## src/rtl/registerfile_banked_if.sv

```systemverilog
// Bus bundle for the banked register file: read ports, sized write port,
// scoreboard set and bulk-clear handshake.
interface registerfile_banked_if #(
    parameter int WIDTH  = 32,
    parameter int COUNTP = 4
);
    logic              supervisor;
    logic [COUNTP-1:0] read1;
    logic [COUNTP-1:0] read2;
    logic [WIDTH-1:0]  data1;
    logic [WIDTH-1:0]  data2;
    logic              busy1;
    logic              busy2;
    logic [COUNTP-1:0] write_addr;
    logic [WIDTH-1:0]  write_data;
    logic [1:0]        write_en;
    logic              write_sext;
    logic              busy_set;
    logic [COUNTP-1:0] busy_addr;
    logic              clear_req;
    logic              clear_busy;
    logic              clear_done;

    modport master (
        output supervisor, read1, read2, write_addr, write_data, write_en,
               write_sext, busy_set, busy_addr, clear_req,
        input  data1, data2, busy1, busy2, clear_busy, clear_done
    );

    modport slave (
        input  supervisor, read1, read2, write_addr, write_data, write_en,
               write_sext, busy_set, busy_addr, clear_req,
        output data1, data2, busy1, busy2, clear_busy, clear_done
    );
endinterface

```

## src/rtl/registerfile_banked.sv

```systemverilog
// General-purpose register file with supervisor-banked SP, sized writes,
// optional write-to-read bypass, pending-load scoreboard and bulk clear.
module registerfile_banked #(
    parameter int WIDTH    = 32,
    parameter int COUNT    = 16,
    parameter int COUNTP   = 4,
    parameter int SP_INDEX = 15,
    parameter int BYPASS   = 1
) (
    input logic                  clk_i,
    input logic                  rst_ni,
    registerfile_banked_if.slave bus
);
    typedef enum logic [1:0] {IDLE, CLR, CLR_SSP} state_t;

    localparam logic [COUNTP-1:0] SP_ADDR   = COUNTP'(SP_INDEX);
    localparam logic [COUNTP-1:0] LAST_IDX  = COUNTP'(COUNT - 1);
    localparam logic [COUNTP:0]   COUNT_LIM = (COUNTP + 1)'(COUNT);

    state_t            state_reg;
    logic [COUNTP-1:0] idx_reg;
    logic              clear_busy_reg;
    logic              clear_done_reg;
    logic [WIDTH-1:0]  regs_reg [COUNT];
    logic [WIDTH-1:0]  ssp_reg;
    logic [COUNT-1:0]  busy_reg;
    logic              ssp_busy_reg;

    logic              idle;
    logic              wr_active;
    logic              wr_ssp;
    logic              wr_in_range;
    logic              set_active;
    logic              set_ssp;
    logic              clear_start;
    logic [WIDTH-1:0]  wr_data_formed;
    logic [COUNT-1:0]  wr_hit;
    logic [COUNT-1:0]  set_hit;

    // Writes and busy_set are only honoured while the clear sequencer is idle
    assign idle        = (state_reg == IDLE);
    assign wr_active   = idle && (bus.write_en != 2'b00);
    assign wr_ssp      = bus.supervisor && (bus.write_addr == SP_ADDR);
    assign wr_in_range = ({1'b0, bus.write_addr} < COUNT_LIM);
    assign set_active  = idle && bus.busy_set;
    assign set_ssp     = bus.supervisor && (bus.busy_addr == SP_ADDR);
    assign clear_start = idle && bus.clear_req;

    always_comb begin
        case (bus.write_en)
            2'b01:   wr_data_formed = {{(WIDTH-8){bus.write_sext & bus.write_data[7]}},
                                       bus.write_data[7:0]};
            2'b10:   wr_data_formed = {{(WIDTH-16){bus.write_sext & bus.write_data[15]}},
                                       bus.write_data[15:0]};
            default: wr_data_formed = bus.write_data;
        endcase
    end

    generate
        for (genvar gi = 0; gi < COUNT; gi++) begin : g_hit
            assign wr_hit[gi]  = wr_active && !wr_ssp && (bus.write_addr == COUNTP'(gi));
            assign set_hit[gi] = set_active && !set_ssp && (bus.busy_addr == COUNTP'(gi));
        end

        for (genvar gi = 0; gi < 2; gi++) begin : g_rd
            logic [COUNTP-1:0] addr;
            logic [WIDTH-1:0]  data_c;
            logic              busy_c;
            logic              rd_ssp;
            logic              rd_in_range;
            logic              bypass_hit;

            assign addr        = (gi == 0) ? bus.read1 : bus.read2;
            assign rd_ssp      = bus.supervisor && (addr == SP_ADDR);
            assign rd_in_range = ({1'b0, addr} < COUNT_LIM);
            assign bypass_hit  = (BYPASS != 0) && wr_active &&
                                 (rd_ssp ? wr_ssp
                                         : (!wr_ssp && wr_in_range && (addr == bus.write_addr)));

            always_comb begin
                data_c = '0;
                busy_c = 1'b0;
                if (rd_ssp) begin
                    data_c = ssp_reg;
                    busy_c = ssp_busy_reg;
                end else if (rd_in_range) begin
                    data_c = regs_reg[addr];
                    busy_c = busy_reg[addr];
                end
                if (bypass_hit) begin
                    data_c = wr_data_formed;
                end
            end

            if (gi == 0) begin : g_p1
                assign bus.data1 = data_c;
                assign bus.busy1 = busy_c;
            end else begin : g_p2
                assign bus.data2 = data_c;
                assign bus.busy2 = busy_c;
            end
        end
    endgenerate

    assign bus.clear_busy = clear_busy_reg;
    assign bus.clear_done = clear_done_reg;

    always_ff @(posedge clk_i) begin
        if (!rst_ni) begin
            state_reg      <= IDLE;
            idx_reg        <= '0;
            clear_busy_reg <= 1'b0;
            clear_done_reg <= 1'b0;
            ssp_reg        <= '0;
            ssp_busy_reg   <= 1'b0;
            busy_reg       <= '0;
            for (int i = 0; i < COUNT; i++) begin
                regs_reg[i] <= '0;
            end
        end else begin
            clear_done_reg <= 1'b0;
            case (state_reg)
                IDLE: begin
                    if (bus.clear_req) begin
                        state_reg      <= CLR;
                        idx_reg        <= '0;
                        clear_busy_reg <= 1'b1;
                    end
                end
                CLR: begin
                    regs_reg[idx_reg] <= '0;
                    if (idx_reg == LAST_IDX) begin
                        state_reg      <= CLR_SSP;
                        clear_done_reg <= 1'b1;
                    end else begin
                        idx_reg <= idx_reg + COUNTP'(1);
                    end
                end
                CLR_SSP: begin
                    ssp_reg        <= '0;
                    state_reg      <= IDLE;
                    clear_busy_reg <= 1'b0;
                end
                default: state_reg <= IDLE;
            endcase

            if (wr_active && wr_ssp) begin
                ssp_reg <= wr_data_formed;
            end
            for (int i = 0; i < COUNT; i++) begin
                if (wr_hit[i]) begin
                    regs_reg[i] <= wr_data_formed;
                end
            end

            // Precedence: starting a clear wipes everything, then set beats write-clear
            if (clear_start) begin
                ssp_busy_reg <= 1'b0;
            end else if (set_active && set_ssp) begin
                ssp_busy_reg <= 1'b1;
            end else if (wr_active && wr_ssp) begin
                ssp_busy_reg <= 1'b0;
            end
            for (int i = 0; i < COUNT; i++) begin
                if (clear_start) begin
                    busy_reg[i] <= 1'b0;
                end else if (set_hit[i]) begin
                    busy_reg[i] <= 1'b1;
                end else if (wr_hit[i]) begin
                    busy_reg[i] <= 1'b0;
                end
            end
        end
    end
endmodule

```

## src/flat_wrapper.sv

```systemverilog
// flat-port wrapper written by rule: the top's interface ports become plain ports
module registerfile_banked_flat 
#(
    parameter int WIDTH    = 32,
    parameter int COUNT    = 16,
    parameter int COUNTP   = 4,
    parameter int SP_INDEX = 15,
    parameter int BYPASS   = 1
)
  (clk_i, rst_ni, bus_supervisor, bus_read1, bus_read2, bus_write_addr, bus_write_data, bus_write_en, bus_write_sext, bus_busy_set, bus_busy_addr, bus_clear_req, bus_data1, bus_data2, bus_busy1, bus_busy2, bus_clear_busy, bus_clear_done);
  registerfile_banked_if #(.WIDTH(WIDTH), .COUNTP(COUNTP)) bus_i ();
  input logic clk_i;
  input logic rst_ni;
  input wire logic [$bits(bus_i.supervisor)-1:0] bus_supervisor;
  input wire logic [$bits(bus_i.read1)-1:0] bus_read1;
  input wire logic [$bits(bus_i.read2)-1:0] bus_read2;
  input wire logic [$bits(bus_i.write_addr)-1:0] bus_write_addr;
  input wire logic [$bits(bus_i.write_data)-1:0] bus_write_data;
  input wire logic [$bits(bus_i.write_en)-1:0] bus_write_en;
  input wire logic [$bits(bus_i.write_sext)-1:0] bus_write_sext;
  input wire logic [$bits(bus_i.busy_set)-1:0] bus_busy_set;
  input wire logic [$bits(bus_i.busy_addr)-1:0] bus_busy_addr;
  input wire logic [$bits(bus_i.clear_req)-1:0] bus_clear_req;
  output wire logic [$bits(bus_i.data1)-1:0] bus_data1;
  output wire logic [$bits(bus_i.data2)-1:0] bus_data2;
  output wire logic [$bits(bus_i.busy1)-1:0] bus_busy1;
  output wire logic [$bits(bus_i.busy2)-1:0] bus_busy2;
  output wire logic [$bits(bus_i.clear_busy)-1:0] bus_clear_busy;
  output wire logic [$bits(bus_i.clear_done)-1:0] bus_clear_done;
  assign bus_i.supervisor = bus_supervisor;
  assign bus_i.read1 = bus_read1;
  assign bus_i.read2 = bus_read2;
  assign bus_i.write_addr = bus_write_addr;
  assign bus_i.write_data = bus_write_data;
  assign bus_i.write_en = bus_write_en;
  assign bus_i.write_sext = bus_write_sext;
  assign bus_i.busy_set = bus_busy_set;
  assign bus_i.busy_addr = bus_busy_addr;
  assign bus_i.clear_req = bus_clear_req;
  assign bus_data1 = bus_i.data1;
  assign bus_data2 = bus_i.data2;
  assign bus_busy1 = bus_i.busy1;
  assign bus_busy2 = bus_i.busy2;
  assign bus_clear_busy = bus_i.clear_busy;
  assign bus_clear_done = bus_i.clear_done;
  registerfile_banked #(.WIDTH(WIDTH), .COUNT(COUNT), .COUNTP(COUNTP), .SP_INDEX(SP_INDEX), .BYPASS(BYPASS)) u_core (.clk_i(clk_i), .rst_ni(rst_ni), .bus(bus_i));
endmodule
```

## config.mk

```make
export PLATFORM = sky130hd
export DESIGN_NAME = registerfile_banked_flat
export DESIGN_NICKNAME = d
export VERILOG_FILES = /design/src/rtl/registerfile_banked_if.sv /design/src/rtl/registerfile_banked.sv /design/src/flat_wrapper.sv
export SDC_FILE = /design/constraint.sdc
export NUM_CORES = 2
export LEC_CHECK = 0
export ABC_AREA = 0
export ABC_CLOCK_PERIOD_IN_PS = 1900
export BUFFER_PORTS_ARGS = -buffer_cell sky130_fd_sc_hd__buf_2
export CORE_ASPECT_RATIO = 1.25
export CORE_MARGIN = 2
export CORE_UTILIZATION = 56
export DETAILED_ROUTE_END_ITERATION = 7
export GPL_TIMING_DRIVEN = 0
export PLACE_DENSITY_LB_ADDON = 0.1
export SYNTH_ARGS = -nofsm -noshare
export SYNTH_HDL_FRONTEND = slang
export SYNTH_SLANG_ARGS = --single-unit
```

## constraint.sdc

```tcl
create_clock -name clk_i -period 1.9 [get_ports clk_i]
set_input_delay 0.19 -clock clk_i [delete_from_list [all_inputs] [get_ports clk_i]]
set_output_delay 0.19 -clock clk_i [all_outputs]
set_load 0.02 [all_outputs]
```

Word-level counts from Yosys, hierarchy flattened
Memories as Yosys holds them, arrays and structs flattened.
Cells that the tools add are included.
Widths: inputs -> output; s select.
Storage, ports and cells
  bits in registers: 57
  RAM bits: 512
  bits of input ports: 56
  logic and storage cells: 295
  memories: 1
Memories
  u_core.regs_reg: words 16, width 32, rd ports 2, clocked after memory_dff 0, write ports 16, RTL line registerfile_banked.sv:24  | logic [WIDTH-1:0] regs_reg [COUNT];
Cells by class
  add/sub/neg operators: 1
  order comparisons: 2
  equal/unequal tests: 42
  muxes and demuxes: 129
  bitwise logic cells: 19
  reduce and logical (&&, ||, !) cells: 79
Operator list (count)
  $mux 32: 23
  $mux 1: 95
  $eq 4x4->1 const B: 19
  $pmux 32 s2: 1
  $logic_and 1x1->1: 47
  $reduce_bool 2->1: 21
  $eq 4x3->1 const B: 8
  $reduce_or 32->1: 1
  $eq 4x2->1 const B: 4
  $or 1x1->1: 16
  $mux 4: 3
  $lt 4x5->1 const B: 2
  $bmux 1 s4: 2
  $eq 4x1->1 const B: 2
  $eq 4x4->1: 2
  $logic_not 4->1: 2
  $pmux 4 s2: 1
  $reduce_and 2->1: 3
  $add 4x1->4 const B: 1
  $eq 2x1->1 const B: 2
  $eq 2x2->1 const B: 2
  $mux 2: 2
  $ne 2x2->1 const B: 2
  $pmux 2 s2: 1
  8 further kinds: 10

Logic depth before layout (Yosys ltp)
  depth after elaboration: 10
  depth in mapped cells: 9
  depth with buffers taken out: 6

Least setup slack after synthesis
OpenSTA, ideal clock, no wires.
  path type: input port to output port
  from: input bus_read1[3]
  to: output bus_busy1
  data arrival time: 1.972 ns
  required time: 1.710 ns
  path slack: -0.262 ns
  stages on the path: 6
  path buffers: 4
  path through: buf_2 -> buf_2 -> buf_2 -> buf_2 -> nand4_1 -> a311oi_1
On the way
  word-level cells in the longest chain between the ends: 3
  elaborated cells between the ends (all ways): 5
  those cells by class: eq/ne: 1; mux: 3; reduce/logical: 1
Ends and longest elaborated chain
  from (decl): RTL line flat_wrapper.sv:15  | input wire logic [$bits(bus_i.read1)-1:0] bus_read1;
  $bmux 1 s4 or $eq 4x4->1 (tied branches): RTL line registerfile_banked.sv:88, registerfile_banked.sv:74
  $mux 1 (not written as such) or $logic_and 1x1->1 (tied branches): RTL line registerfile_banked.sv:88, registerfile_banked.sv:74
  $mux 1 (*): RTL line registerfile_banked.sv:83  | if (rd_ssp) begin
  to (decl): RTL line flat_wrapper.sv:26  | output wire logic [$bits(bus_i.busy1)-1:0] bus_busy1;
Every way passes the cells marked *; elsewhere a longest branch is shown, timed or not. The select of a mux whose other input is x is not followed.

==> flow_summary.json <==
{
  "status": "finished with violations",
  "violations": "design-rule violations, negative setup slack",
  "report.final.setup_viol": 599,
  "timing.hold.worst.start": "bus_busy_addr[2]",
  "mappedNetlistArea_um2": 29600,
  "timing.critical_path.required_ns": 1.71,
  "r2r-end": "u_core.regs_reg[0][17]",
  "rr_worst_depth": 10,
  "drt_first_iter_violations": 4709,
  "cts_root_buffer": "sky130_fd_sc_hd__clkbuf_16",
  "route.antenna.remaining_nets": 0,
  "fillerInstances": 3305,
  "critPathMaxFanout": 3,
  "synth-async-reset-ratio_pct": 0,
  "placed_cell_area_um2": 32200,
  "power-per-cell-area_nw_per_um2": 757,
  "clock_sink_count": 569,
  "post_synth_inst_count": 3192,
  "viasPerCell": 7.48,
  "critical_path_startpoint": "u_core.regs_reg[13][30]",
  "leakagePower_nw": 14.4,
  "synth_sequential_area_ratio_pct": 38.5,
  "numPortBuffers": 111,
  "final_cell_count_no_fill": 4260,
  "critPathCaptureType": "output pin",
  "firstDrtPassIters": 8,
  "critical-path-max-stage-delay_ns": 0.79,
  "path_depth": 5,
  "critical_path.cell_chain": "mux2i_1 -> mux4_2 -> nor3b_1 -> o32a_1 -> buf_6",
  "max_slew_margin_pct": 20.9,
  "p_comb_share_pct": 18.4,
  "placed_cells_incl_taps": 3976,
  "layout.cell_area.non_filler_um2": 41100,
  "worst_skew_pair.late_latency_ns": 0.66,
  "start_util_pct": 56.4,
  "synthesis.yosys.warnings": 0,
  "post-route-drc-count": 4,
  "cts_tree": "built",
  "pwr-share-clk_pct": 41.8,
  "floorplan.core_area_um2": 52500,
  "cpMaxStageDelayCell": "sky130_fd_sc_hd__mux2i_1",
  "largest_register_ff_count": 512,
  "fmax_mhz": 338,
  "ys_ff_latch": 569,
  "syn_avg_cell_area_um2": 9.27,
  "design.portCount": 124,
  "worst_r2r_startpoint": "u_core.state_reg[1]",
  "die_height_um": 261,
  "syn_to_final_growth_pct": 39.0,
  "yosys.cell_types.count": 56,
  "whs_ns": 0.0158,
  "worst-path-buf-inv": 1,
  "clkTransAtPathRegs_ns": 0.07,
  "grt_max_degree": 15,
  "antenna_cells": 0,
  "min_path_type": "in2reg",
  "route.vias.total": 31900,
  "cp-start-kind": "register",
  "max-vdd-ir-drop_v": 0.00103,
  "top_count_cell_post_synth": "sky130_fd_sc_hd__dfxtp_1",
  "critical_path.top_delay_family": "multiplexers",
  "power.internal_w": 0.0218,
  "p_total_w": 0.0311,
  "fin_skew_ns": 0.0201,
  "drt-wirelength-per-cell_um": 34.2,
  "width_of_the_chip_um": 210,
  "antenna_found_initial": 4,
  "design.die.area_um2": 54700,
  "synth.largest_area_cell": "sky130_fd_sc_hd__dfxtp_1",
  "mappedNetlistNets": 3255,
  "final_nets": 3604,
  "crit_path_category": "reg2out",
  "p_sw_w": 0.00930,
  "wl_um": 146000,
  "finalWeightedCongestion": 1.03,
  "grt_overflow_total": 0,
  "timing.critical_path.to": "bus_data1[30]",
  "netlist.area_leader.share_pct": 38.5,
  "worst_path_arrival_time_ns": 2.77,
  "tightestPinTransition_ns": 1.19,
  "synth-edff-count": 0,
  "timing.final.crit_share_pct": 156,
  "swShare_pct": 29.9,
  "timing.final.hold_violations": 0,
  "cap_viol_max_count": 0,
  "drv_slew": 0,
  "final.setup.worst_slack_ns": -1.06,
  "synth_common_cells": "sky130_fd_sc_hd__dfxtp_1, sky130_fd_sc_hd__nor2_1, sky130_fd_sc_hd__a211oi_1",
  "vias_in_the_first_global_route": 29500,
  "grtUsageTotal_pct": 48.1,
  "hpwl_dp_um": 98200,
  "rsz0062_at_grt": "true",
  "cts-root-to-sink-buffers": 3,
  "synth-main-ff-cell": "sky130_fd_sc_hd__dfxtp_1",
  "period_minus_slack_ns": 2.96,
  "wire_length_of_the_first_global_routing_pass_um": 192000,
  "r2r_slack_ns": -0.47,
  "cts_htree_levels": 2,
  "numCtsBuffers": 58,
  "timing.setup.tns_ns": -177.08,
  "drive_above_1_share_pct": 40.0,
  "p_seq_share_pct": 39.8,
  "synth_top_cells_by_area": "sky130_fd_sc_hd__dfxtp_1, sky130_fd_sc_hd__mux4_2, sky130_fd_sc_hd__a211oi_1, sky130_fd_sc_hd__mux2i_1, sky130_fd_sc_hd__nor2_1",
  "floorplan.rows": 94
}
-- through the flow --
stage	utilization [%]	setup slack [ns]
CTS	70.2	-0.740
global placement	61.4	-1.65
floorplan	-	-0.0264
finish	78.4	-1.06
detailed placement	61.4	-1.58
global route	78.4	-0.950
-- worst min-delay path by stage --
stage / depth (start not counted) / to
after floorplan: 2 / u_core.busy_reg[15]
after global placement: 2 / u_core.regs_reg[11][3]
after detailed placement: 2 / u_core.regs_reg[15][7]
after CTS: 4 / u_core.busy_reg[0]
after global routing: 4 / u_core.busy_reg[9]
final: 4 / u_core.busy_reg[9]
-- per-layer routing --
metal | part of all wire (%) | wire (um) | vias up | track usage, %
li1 | - | - | 12700 | -
met1 | 33 | 48200 | 15200 | 56.5
met2 | 43 | 62200 | 2950 | 74.7
met3 | 12 | 18100 | 989 | 10.3
met4 | 12 | 17100 | 6 | 43.4
met5 | 0.028 | 41 | - | 0
-- placed cells by master (no fill, tap or decap), types with 19 or more instances in the layout --
| cell type | synthesis | layout |
|---|---|---|
| sky130_fd_sc_hd__nor2_4 | 0 | 21 |
| sky130_fd_sc_hd__dfxtp_1 | 569 | 562 |
| sky130_fd_sc_hd__nand2_2 | 0 | 22 |
| sky130_fd_sc_hd__a221oi_2 | 0 | 50 |
| sky130_fd_sc_hd__nand2_1 | 328 | 272 |
| sky130_fd_sc_hd__a32o_1 | 31 | 28 |
| sky130_fd_sc_hd__clkbuf_1 | 160 | 67 |
| sky130_fd_sc_hd__nor3_2 | 3 | 33 |
| sky130_fd_sc_hd__nor2_1 | 413 | 368 |
| sky130_fd_sc_hd__and3_1 | 40 | 30 |
| sky130_fd_sc_hd__buf_6 | 10 | 166 |
| sky130_fd_sc_hd__nand2_4 | 0 | 34 |
| sky130_fd_sc_hd__clkbuf_4 | 0 | 19 |
| sky130_fd_sc_hd__buf_12 | 0 | 38 |
| sky130_fd_sc_hd__clkbuf_16 | 0 | 95 |
| sky130_fd_sc_hd__a211oi_1 | 368 | 248 |
| sky130_fd_sc_hd__buf_8 | 0 | 50 |
| sky130_fd_sc_hd__mux4_2 | 170 | 170 |
| sky130_fd_sc_hd__a21oi_2 | 0 | 72 |
| sky130_fd_sc_hd__a31oi_4 | 0 | 62 |
| sky130_fd_sc_hd__buf_4 | 19 | 104 |
| sky130_fd_sc_hd__a22oi_1 | 43 | 28 |
| sky130_fd_sc_hd__a211oi_2 | 19 | 138 |
| sky130_fd_sc_hd__a22o_1 | 32 | 32 |
| sky130_fd_sc_hd__clkbuf_2 | 0 | 59 |
| sky130_fd_sc_hd__o21ai_1 | 0 | 25 |
| sky130_fd_sc_hd__nor2_2 | 0 | 24 |
| sky130_fd_sc_hd__a21oi_1 | 222 | 123 |
| sky130_fd_sc_hd__buf_2 | 129 | 99 |
| sky130_fd_sc_hd__nand3_1 | 45 | 37 |
| sky130_fd_sc_hd__nor3_1 | 69 | 21 |
| sky130_fd_sc_hd__mux2i_1 | 194 | 193 |
| sky130_fd_sc_hd__a21oi_4 | 0 | 27 |
-- logic make-up (layout without fill, tap and decap cells) --
group	count (synthesis)	in the layout	share of synthesized area [%]
xor+xnor	10	10	0.296
buf+inv	376	770	5.81
flops	569	569	38.5
fa+ha+maj	7	7	0.296
compound gates	908	908	21.7
mux	364	364	19.5
simple gates	958	960	13.9
-- final cells by class --
type                       count  area (um^2)  area share [%]
multi-input combinational   2249        20200            49.2
timing repair buffer         304         3600            8.77
sequential                   569        11400            27.7
clock buffer                  82         1680            4.09
buffer                       342         2880            7.01
inverter                      17         67.6           0.164
tap                          672          841            2.05
clock inverter                25          419            1.02
-- repair_timing --
action,CTS,global route
resized for setup,541,880
setup buffers,45,104
endpoints found under the hold margin,7,0
gates cloned,13,33
hold buffers,5,0
pin swaps,43,201
endpoints found under the setup margin,627,624
-- power groups by stage --
| stage | Combinational, W | Sequential [W] | Clock (W) |
|---|---|---|---|
| floorplan | 0.00262 | 0.0126 | 0 |
| global placement | 0.00413 | 0.0126 | 0 |
| detailed placement | 0.00419 | 0.0126 | 0 |
| CTS | 0.00474 | 0.0124 | 0.0128 |
| global route | 0.00578 | 0.0124 | 0.0133 |
| finish | 0.00573 | 0.0124 | 0.0130 |
-- worst min-delay path: stages --
cell and delay, ns:
sky130_fd_sc_hd__buf_2 0.12, sky130_fd_sc_hd__nor3b_1 0.12, sky130_fd_sc_hd__a22oi_1 0.15, sky130_fd_sc_hd__nor2_1 0.05
Power figures use the tool's default switching activity.
